<file path="config.mk">
export PLATFORM = sky130hd
export DESIGN_NAME = sim_param_bank
export DESIGN_NICKNAME = d
export VERILOG_FILES = /design/src/rtl/sim_cfg_pkg.sv /design/src/rtl/sim_param_bank_sat_step.sv /design/src/rtl/sim_param_bank.sv
export SDC_FILE = /design/constraint.sdc
export NUM_CORES = 1
export LEC_CHECK = 0
export ABC_AREA = 1
export CAP_MARGIN = 40
export CORE_MARGIN = 2
export CORE_UTILIZATION = 50
export DETAILED_ROUTE_END_ITERATION = 10
export DONT_BUFFER_PORTS = 1
export GPL_ROUTABILITY_DRIVEN = 0
export PLACE_DENSITY = 0.7
export SETUP_SLACK_MARGIN = 0.15
export SLEW_MARGIN = 40
export SYNTH_ARGS = -nofsm -noshare
export SYNTH_HDL_FRONTEND = slang
export SYNTH_SLANG_ARGS = --single-unit
</file>
<file path="constraint.sdc">
create_clock -name clk_in -period 3.08 [get_ports clk_in]
set_input_delay 0.616 -clock clk_in [delete_from_list [all_inputs] [get_ports clk_in]]
set_output_delay 0.616 -clock clk_in [all_outputs]
set_load 0.03 [all_outputs]
</file>
<file path="src/rtl/sim_cfg_pkg.sv">
// Shared simulator-configuration definitions: channel indices, default constants
// and the commit state encoding used by the parameter bank.
package sim_cfg_pkg;

  typedef logic [15:0] param_t;

  localparam int unsigned PARAM_TARGET_DENSITY = 0;
  localparam int unsigned PARAM_PRESSURE       = 1;
  localparam int unsigned PARAM_GRAVITY        = 2;
  localparam int unsigned PARAM_PARTICLE_COUNT = 3;

  localparam param_t DEF_TARGET_DENSITY = 16'd20;
  localparam param_t DEF_PRESSURE       = 16'hCA00;
  localparam param_t DEF_GRAVITY        = 16'h4800;
  localparam param_t DEF_PARTICLE_COUNT = 16'h4000;

  localparam logic [63:0] DEFAULT_BANK = {DEF_PARTICLE_COUNT, DEF_GRAVITY,
                                          DEF_PRESSURE, DEF_TARGET_DENSITY};

  typedef enum logic {
    ST_IDLE,
    ST_PENDING
  } commit_state_t;

endpackage

</file>
<file path="src/rtl/sim_param_bank_sat_step.sv">
// Combinational saturating step (+/- STEP) on one WIDTH-bit unsigned value,
// with a flag telling whether the result differs from the input.
module sat_step #(
  parameter int unsigned WIDTH = 16,
  parameter int unsigned STEP  = 1
) (
  input  logic [WIDTH-1:0] x,
  input  logic             up,
  output logic [WIDTH-1:0] y,
  output logic             changed
);

  localparam logic [WIDTH:0] STEP_EXT = (WIDTH+1)'(STEP);
  localparam logic [WIDTH:0] MAX_EXT  = {1'b0, {WIDTH{1'b1}}};

  logic [WIDTH:0] x_ext;
  logic [WIDTH:0] sum;
  logic [WIDTH:0] diff;

  always_comb begin
    x_ext = {1'b0, x};
    sum   = x_ext + STEP_EXT;
    diff  = x_ext - STEP_EXT;
    y     = x;
    if (up) begin
      y = (sum > MAX_EXT) ? '1 : sum[WIDTH-1:0];
    end else begin
      y = (x_ext < STEP_EXT) ? '0 : diff[WIDTH-1:0];
    end
    changed = (y != x);
  end

endmodule

</file>
<file path="src/rtl/sim_param_bank.sv">
// Bank of runtime simulation constants: edits land in a staged copy which is
// copied to the active copy at a frame-boundary commit (or automatically).
module sim_param_bank
  import sim_cfg_pkg::*;
#(
  parameter int unsigned NUM_PARAMS = 4,
  parameter int unsigned WIDTH      = 16,
  parameter int unsigned SEL_W      = (NUM_PARAMS > 1) ? $clog2(NUM_PARAMS) : 1,
  parameter logic [NUM_PARAMS*WIDTH-1:0] DEFAULTS = DEFAULT_BANK,
  parameter int unsigned STEP       = 1,
  parameter bit          COMMIT_ON_FRAME = 1'b1
) (
  input  logic                        clk_in,
  input  logic                        rst_in,
  input  logic [SEL_W-1:0]            sel_in,
  input  logic [WIDTH-1:0]            value_in,
  input  logic                        load_in,
  input  logic                        step_up_in,
  input  logic                        step_down_in,
  input  logic                        restore_in,
  input  logic                        commit_in,
  output logic [NUM_PARAMS*WIDTH-1:0] params_out,
  output logic [WIDTH-1:0]            display_out,
  output logic                        dirty_out,
  output logic                        commit_pulse_out,
  output logic                        sel_err_out
);

  commit_state_t state, state_nxt;

  logic [NUM_PARAMS*WIDTH-1:0] staged_flat;
  logic [NUM_PARAMS-1:0]       wr_sel;
  logic [WIDTH-1:0]            wr_data;
  logic [WIDTH-1:0]            cur_val;
  logic [WIDTH-1:0]            step_val;
  logic                        step_changed;
  logic                        sel_ok;
  logic                        restore_diff;
  logic                        effective;
  logic                        sel_fault;
  logic                        commit_go;

  assign sel_ok = (32'(sel_in) < NUM_PARAMS);

  // Out-of-range selects match no channel, so cur_val falls back to zero.
  always_comb begin
    cur_val      = '0;
    restore_diff = 1'b0;
    for (int unsigned i = 0; i < NUM_PARAMS; i++) begin
      if (32'(sel_in) == i) cur_val = staged_flat[i*WIDTH +: WIDTH];
      if (staged_flat[i*WIDTH +: WIDTH] != DEFAULTS[i*WIDTH +: WIDTH]) restore_diff = 1'b1;
    end
  end

  sat_step #(
    .WIDTH (WIDTH),
    .STEP  (STEP)
  ) u_sat_step (
    .x       (cur_val),
    .up      (step_up_in),
    .y       (step_val),
    .changed (step_changed)
  );

  always_comb begin
    wr_sel    = '0;
    wr_data   = value_in;
    effective = 1'b0;
    sel_fault = 1'b0;
    if (restore_in) begin
      effective = restore_diff;
    end else if (load_in || step_up_in || step_down_in) begin
      if (!sel_ok) begin
        sel_fault = 1'b1;
      end else begin
        if (load_in) begin
          effective = (value_in != cur_val);
        end else begin
          wr_data   = step_val;
          effective = step_changed;
        end
        for (int unsigned i = 0; i < NUM_PARAMS; i++) begin
          wr_sel[i] = (32'(sel_in) == i);
        end
      end
    end
  end

  for (genvar g = 0; g < NUM_PARAMS; g++) begin : g_bank
    logic [WIDTH-1:0] staged;
    logic [WIDTH-1:0] active;

    always_ff @(posedge clk_in) begin
      if (rst_in) begin
        staged <= DEFAULTS[g*WIDTH +: WIDTH];
        active <= DEFAULTS[g*WIDTH +: WIDTH];
      end else begin
        if (restore_in)     staged <= DEFAULTS[g*WIDTH +: WIDTH];
        else if (wr_sel[g]) staged <= wr_data;
        // Commit copies the pre-edit staged value; a same-cycle edit waits.
        if (commit_go)      active <= staged;
      end
    end

    assign staged_flat[g*WIDTH +: WIDTH] = staged;
    assign params_out[g*WIDTH +: WIDTH]  = active;
  end

  always_comb begin
    state_nxt = state;
    commit_go = COMMIT_ON_FRAME ? ((state == ST_PENDING) && commit_in)
                                : (state == ST_PENDING);
    case (state)
      ST_IDLE:    if (effective) state_nxt = ST_PENDING;
      ST_PENDING: if (commit_go && !effective) state_nxt = ST_IDLE;
      default:    state_nxt = ST_IDLE;
    endcase
  end

  always_ff @(posedge clk_in) begin
    if (rst_in) begin
      state            <= ST_IDLE;
      commit_pulse_out <= 1'b0;
      sel_err_out      <= 1'b0;
      display_out      <= DEFAULTS[WIDTH-1:0];
    end else begin
      state            <= state_nxt;
      commit_pulse_out <= commit_go;
      if (sel_fault) sel_err_out <= 1'b1;
      display_out      <= cur_val;
    end
  end

  assign dirty_out = (state == ST_PENDING);

endmodule
</file>
---- Word-level counts from Yosys, hierarchy flattened ----
Index checks and enable logic that the tools add are counted.
operators by class
  add/sub/neg operators ................... 2
  order comparisons ....................... 2
  equal/unequal tests ..................... 9
  multiplexer cells ....................... 21
  bitwise operators ....................... 1
  reductions and logical operators ........ 7
operators by type and width
  kind                                                         count
  two-way mux 16 bit                                           9
  != test 16 x 15 -> 1 bit, second input constant              2
  != test 16 bit                                               2
  adder 16 x 1 -> 17 bit, second input constant                1
  > comparator 17 x 16 -> 1 bit, second input constant         1
  less-than comparator 16 x 1 -> 1 bit, second input constant  1
  != test 16 bit, second input constant                        1
  != test 16 x 5 -> 1 bit, second input constant               1
  subtractor 16 x 1 -> 16 bit, second input constant           1
  two-way mux 1 bit                                            9
  two-way mux 4 bit                                            2
  equality test 2 bit, second input constant                   2
  equality test 2 x 1 -> 1 bit, second input constant          1
  logical AND 1 bit                                            2
  zero test 2 bit                                              1
  logical OR 1 bit                                             2
  case mux 1 bit (2 select lines)                              1
  OR reduction 2 bit                                           1
  zero test 1 bit                                              1
  NOT 1 bit                                                    1
word-level totals
  flip-flop bits (word level) ............. 146
  input bits .............................. 25
  output and inout bits ................... 83
  word-level logic and storage cells ...... 53

---- Logic depth before layout (Yosys ltp) ----
  word-level depth ........................ 17
  depth in mapped cells ................... 24
  gate-level depth less buffers ........... 23

---- Cells and area by module ----
From an unflattened synthesis, not the netlist that was laid out.
unflattened totals
  cells, all modules ...................... 1073
  area, all modules ....................... 7258.2 um^2
by module, submodules not included
  module          times used  cells each  area each (um^2)  sequential area each (um^2)
  sim_param_bank  1           814         5952.0            2922.8
  sat_step        1           259         1306.3            0.0

---- Worst setup path before layout ----
No wires, ideal clock.
  path kind ............................... input -> register
  from .................................... input port sel_in[0]
  to ...................................... register state, in the netlist dirty_out
  setup time .............................. 0.130 ns
  data arrival time ....................... 2.817 ns
  data required time ...................... 2.950 ns
  slack ................................... 0.133 ns
  stages .................................. 21
  buffers on the path ..................... 2
  cell sequence ........................... buf_6 buf_4 nand3_2 nand3_1 nor2_1 ha_1 nand3_2 nor2_4 nand2_1 o21ai_4 nor2_1 nand2_2 nand2_1 nand2_1 nand2_1 nor2_1 nand2_1 nor2_1 nand2_1 nand2_1 a21oi_1
on the way
  cells in the longest elaborated chain, start to end .. 17
  elaborated cells on any way between the ends .. 25
  those cells by class .................... add/sub (2); order compare (2); eq/ne (5); mux (13); reduce/logical (3)
ends and longest elaborated chain
  what                               RTL line                       source
  from (decl)                        sim_param_bank.sv:15           input logic [SEL_W-1:0] sel_in,
  zero test 2 bit                    sim_param_bank.sv:50           if (32'(sel_in) == i) cur_val = staged_flat[i*WIDTH +: WIDTH];
  two-way mux 16 bit (3 in series)   sim_param_bank.sv:50
  two-way mux 16 bit *               sim_param_bank.sv:50
  adder 16 x 1 -> 17 bit             sim_param_bank_sat_step.sv:22  sum = x_ext + STEP_EXT;
  > comparator 17 x 16 -> 1 bit      sim_param_bank_sat_step.sv:26  y = (sum > MAX_EXT) ? '1 : sum[WIDTH-1:0];
  two-way mux 16 bit                 sim_param_bank_sat_step.sv:26
  two-way mux 16 bit                 sim_param_bank_sat_step.sv:25  if (up) begin
  != test 16 bit                     sim_param_bank_sat_step.sv:30  changed = (y != x);
  two-way mux 1 bit *                sim_param_bank.sv:76           if (load_in) begin
  two-way mux 1 bit *                sim_param_bank.sv:72           end else if (load_in || step_up_in || step_down_in) begin
  two-way mux 1 bit *                sim_param_bank.sv:70           if (restore_in) begin
  zero test 1 bit                    sim_param_bank.sv:115          ST_PENDING: if (commit_go && !effective) state_nxt = ST_IDLE;
  logical AND 1 bit                  sim_param_bank.sv:115
  two-way mux 1 bit                  sim_param_bank.sv:115
  case mux 1 bit (2 select lines) *  sim_param_bank.sv:113          case (state)
  to (signal assigned)               sim_param_bank.sv:127          state <= state_nxt;
  to (decl)                          sim_param_bank.sv:29           commit_state_t state, state_nxt;
Every way passes the cells marked *; elsewhere a longest branch is shown, timed or not.
A chain may end at the register's enable or synchronous reset.

---- Worst setup path after layout ----
  from .................................... register g_bank[0].staged[1]
  to ...................................... register state, in the netlist dirty_out
on the way
  cells in the longest elaborated chain, start to end .. 16
  elaborated cells on any way between the ends .. 26
  those cells by class .................... add/sub (2); order compare (2); eq/ne (3); mux (17); reduce/logical (2)
ends and longest elaborated chain
  what                                RTL line                       source
  from (decl)                         sim_param_bank.sv:90           logic [WIDTH-1:0] staged;
  from (signal assigned)              sim_param_bank.sv:95           staged <= DEFAULTS[g*WIDTH +: WIDTH];
  from (signal assigned)              sim_param_bank.sv:98           if (restore_in) staged <= DEFAULTS[g*WIDTH +: WIDTH];
  from (signal assigned)              sim_param_bank.sv:99           else if (wr_sel[g]) staged <= wr_data;
  two-way mux 16 bit * (4 in series)  sim_param_bank.sv:50
  via cur_val[1]                      sim_param_bank.sv:34           logic [WIDTH-1:0] cur_val;
  adder 16 x 1 -> 17 bit              sim_param_bank_sat_step.sv:22
  > comparator 17 x 16 -> 1 bit       sim_param_bank_sat_step.sv:26
  two-way mux 16 bit                  sim_param_bank_sat_step.sv:26
  two-way mux 16 bit                  sim_param_bank_sat_step.sv:25
  != test 16 bit                      sim_param_bank_sat_step.sv:30
  two-way mux 1 bit *                 sim_param_bank.sv:76
  two-way mux 1 bit *                 sim_param_bank.sv:72
  two-way mux 1 bit *                 sim_param_bank.sv:70
  zero test 1 bit                     sim_param_bank.sv:115
  logical AND 1 bit                   sim_param_bank.sv:115
  two-way mux 1 bit                   sim_param_bank.sv:115
  case mux 1 bit (2 select lines) *   sim_param_bank.sv:113
Mark *: on every way through the listed nets, which the timed path passes. The rest lies on a longest branch.

==> out/metrics.cfg <==
[synth]
ys_types=35
syn_area_per_cell_um2=6.81
seq_area_frac_synth_pct=40.2
ys_seq_elements=146
synth.top_cell.area_share_pct=40.2
syn-num-nets=1095
yosysTopAreaCell=dfxtp_1
synth_async_sr_flop_share_pct=0
syn_area_um2=7260
synth-edff-count=0
synth_flop_cell=dfxtp_1
synth.area.top_cells=dfxtp_1 (40%), nand2_1 (11%), o21ai_0 (11%), a21oi_1 (8.1%), nand3_1 (6.9%)
synth_warnings=0
synth_cells=1067

[timing]
final_max_slew_viol_count=0
min_period_over_period_pct=91.4
maxSlewHeadroom_pct=50.4
worstMarginPinSlew_ns=0.737
fin_crit_ns=2.82
rsz0062_at_grt=true
layout_setup_ws_ns=0.265
finClkSkew_ns=0.00852
timing.setup.tns_ns=0
max_freq_ghz=0.355
hold_viol_final=0
setup_violations=0

[layout]
nNetsFinal=1120
layout_common_cells=nand2_1 (209), o21ai_0 (149), dfxtp_1 (145)
area_growth_pct=14.6
finish.instance_area_um2=8320
final_common_cell=nand2_1
layout-drive-gt1-share_pct=13.3
fillers=1324
diodes=0

[global_route]
track_usage_pct=29.2
first_global_vias=6727
grt_pass1_wl_um=35900
grt.overflow.total=0
antenna_found_initial=1
grt_max_degree=96

[floorplan]
ioPinCount=108
start_util_pct=50.5
num_rows=44
die_area_um2=15500
die_w_um=125
fp.dieH_um=125
coreArea_um2=14400

[detailed_routing]
drtIter0Drc=857
via_count=7392
route.detailed.drc=0
postRouteAntennaNets=0
viasPerCell=5.73
wl_um=22900
first_pass_iters=6
wl_per_cell_um=17.8

[clock_network]
cts_htree_levels=4
clk_path_buf_depth=2
clock-sinks=146
clock_latency_ns=0.43
tritoncts=done
clkTransAtPathRegs_ns=0.06
cts_made_buffers=17
holdBufCountCts=0
cts_root_buf=clkbuf_16

[critical_path]
critPathKind=register to register
crit_path_top_delay_cell=dfxtp_1
startpoint=g_bank[0].staged[1]$_SDFFE_PP0P_
critPathRequiredTime_ns=3.40
cp.arrival_ns=3.13
crit_top_cell=nand2_1
reg2reg_from=g_bank[0].staged[1]$_SDFFE_PP0P_
crit_path_start_kind=register
cp_top_family=simple AND/OR/NAND/NOR gates
crit_chain=inv_1 -> nand2_1 -> nand3_1 -> nand2_2 -> buf_4 -> ha_1 -> nand2_1 -> nor2_2 -> nand2_2 -> nor2_4 -> nand4_4 -> buf_12 -> nand3_1 -> nand2_1 -> nand3_1 -> nand2_1 -> nor2_1 -> nand2_1 -> nor2_1 -> nand2_1 -> nand2_1 -> a21oi_1
crit_fanout=6
crit_buf_inv=3
end_kind=register
crit_path_max_incr_delay_ns=0.33

[min_path]
hold_start=rst_in
hold_class=primary input to register

[placed_design]
portBuffers=0
place_ws_ns=-0.130
hpwl_um=16800
place_area_um2=7670

[power_and_ir_drop]
powerDensity_nw_per_um2=589
ir_worst_vdd_v=0.000416
leakagePower_nw=3.66

[status]
status=complete, no violations

[flow_run]
cap_violations=0

[path summary, 6_finish.rpt]
path | endpoint | slack [ns] | cells past startpoint
worst max register to register | dirty_out$_SDFF_PP0_ | 0.26 | 22
worst min register to register | g_bank[0].active[13]$_SDFFE_PP0P_ | 0.50 | 2
worst min-delay path | dirty_out$_SDFF_PP0_ | 0.25 | 1
worst max-delay path | dirty_out$_SDFF_PP0_ | 0.26 | 22
[what timing repair did]
item,4_1_cts,5_1_grt
gates resized for setup,0,10
buffers inserted,0,4
setup endpoints to repair,0,10
[layer usage]
metal  GRT usage [%]  share of wire [%]
met1            36.6                 41
met2            47.6                 47
met3            7.00                7.8
met4            13.2                3.5
met5               0                  0
[flip-flops by register name, indices dropped and copies added, names as in the netlist]
signal,flops
g_bank.staged,64
commit_pulse_out,1
display_out,16
dirty_out,1
g_bank.active,64
[cell type report]
type	count	area (um2)	area share, %
multi-input combinational	770	3740	45.0
sequential	146	2920	35.1
timing repair buffer	60	475	5.71
clock buffer	20	457	5.49
inverter	97	369	4.44
tap	184	230	2.77
clock inverter	12	125	1.50
[cells in the mapped netlist, types with 7 or more instances]
library cell	n
nand3_2	7
clkbuf_1	44
o21ai_0	153
nor4_1	8
nor2_1	102
xor2_1	8
nand2_2	13
nand4_1	14
a21oi_1	118
nand2_1	209
dfxtp_1	146
nand3_1	100
inv_1	89
[stage by stage]
step	std cells	total power, W	utilization (%)	hold WS [ns]
5_1_grt	1289	0.00509	57.9	0.238
3_5_place_dp	1252	0.00288	53.4	0.485
6_report	1289	0.00490	57.9	0.249
2_1_floorplan	1067	0.00267	-	0.444
3_3_place_gp	1252	0.00288	53.4	0.488
4_1_cts	1284	0.00490	57.4	0.243
[worst reg2reg max path: cells and delay by family, from the launching register on]
kind | cells | cell delay (ns)
DFF | 1 | 0.33
adders and majority gates | 1 | 0.16
and+or+nand+nor | 17 | 1.76
buffers and inverters | 3 | 0.41
AOI/OAI and AO/OA | 1 | 0.06
[cell families after synthesis]
family,synth area share (%)
AOI/OAI and AO/OA,20.0
other,0.0516
and+or+nand+nor,29.5
xor gates and xnor gates,0.965
adders and majority gates,0.517
DFF,40.2
buffers and inverters,8.66
[where the power goes]
group / leakage [nW] / total, W / internal, W / switching [W]
clock network: 0.269 / 0.00203 / 0.00117 / 0.000864
registers: 1.19 / 0.00218 / 0.00198 / 0.000200
logic: 2.20 / 0.000684 / 0.000233 / 0.000452
Power figures use the tool's default switching activity.
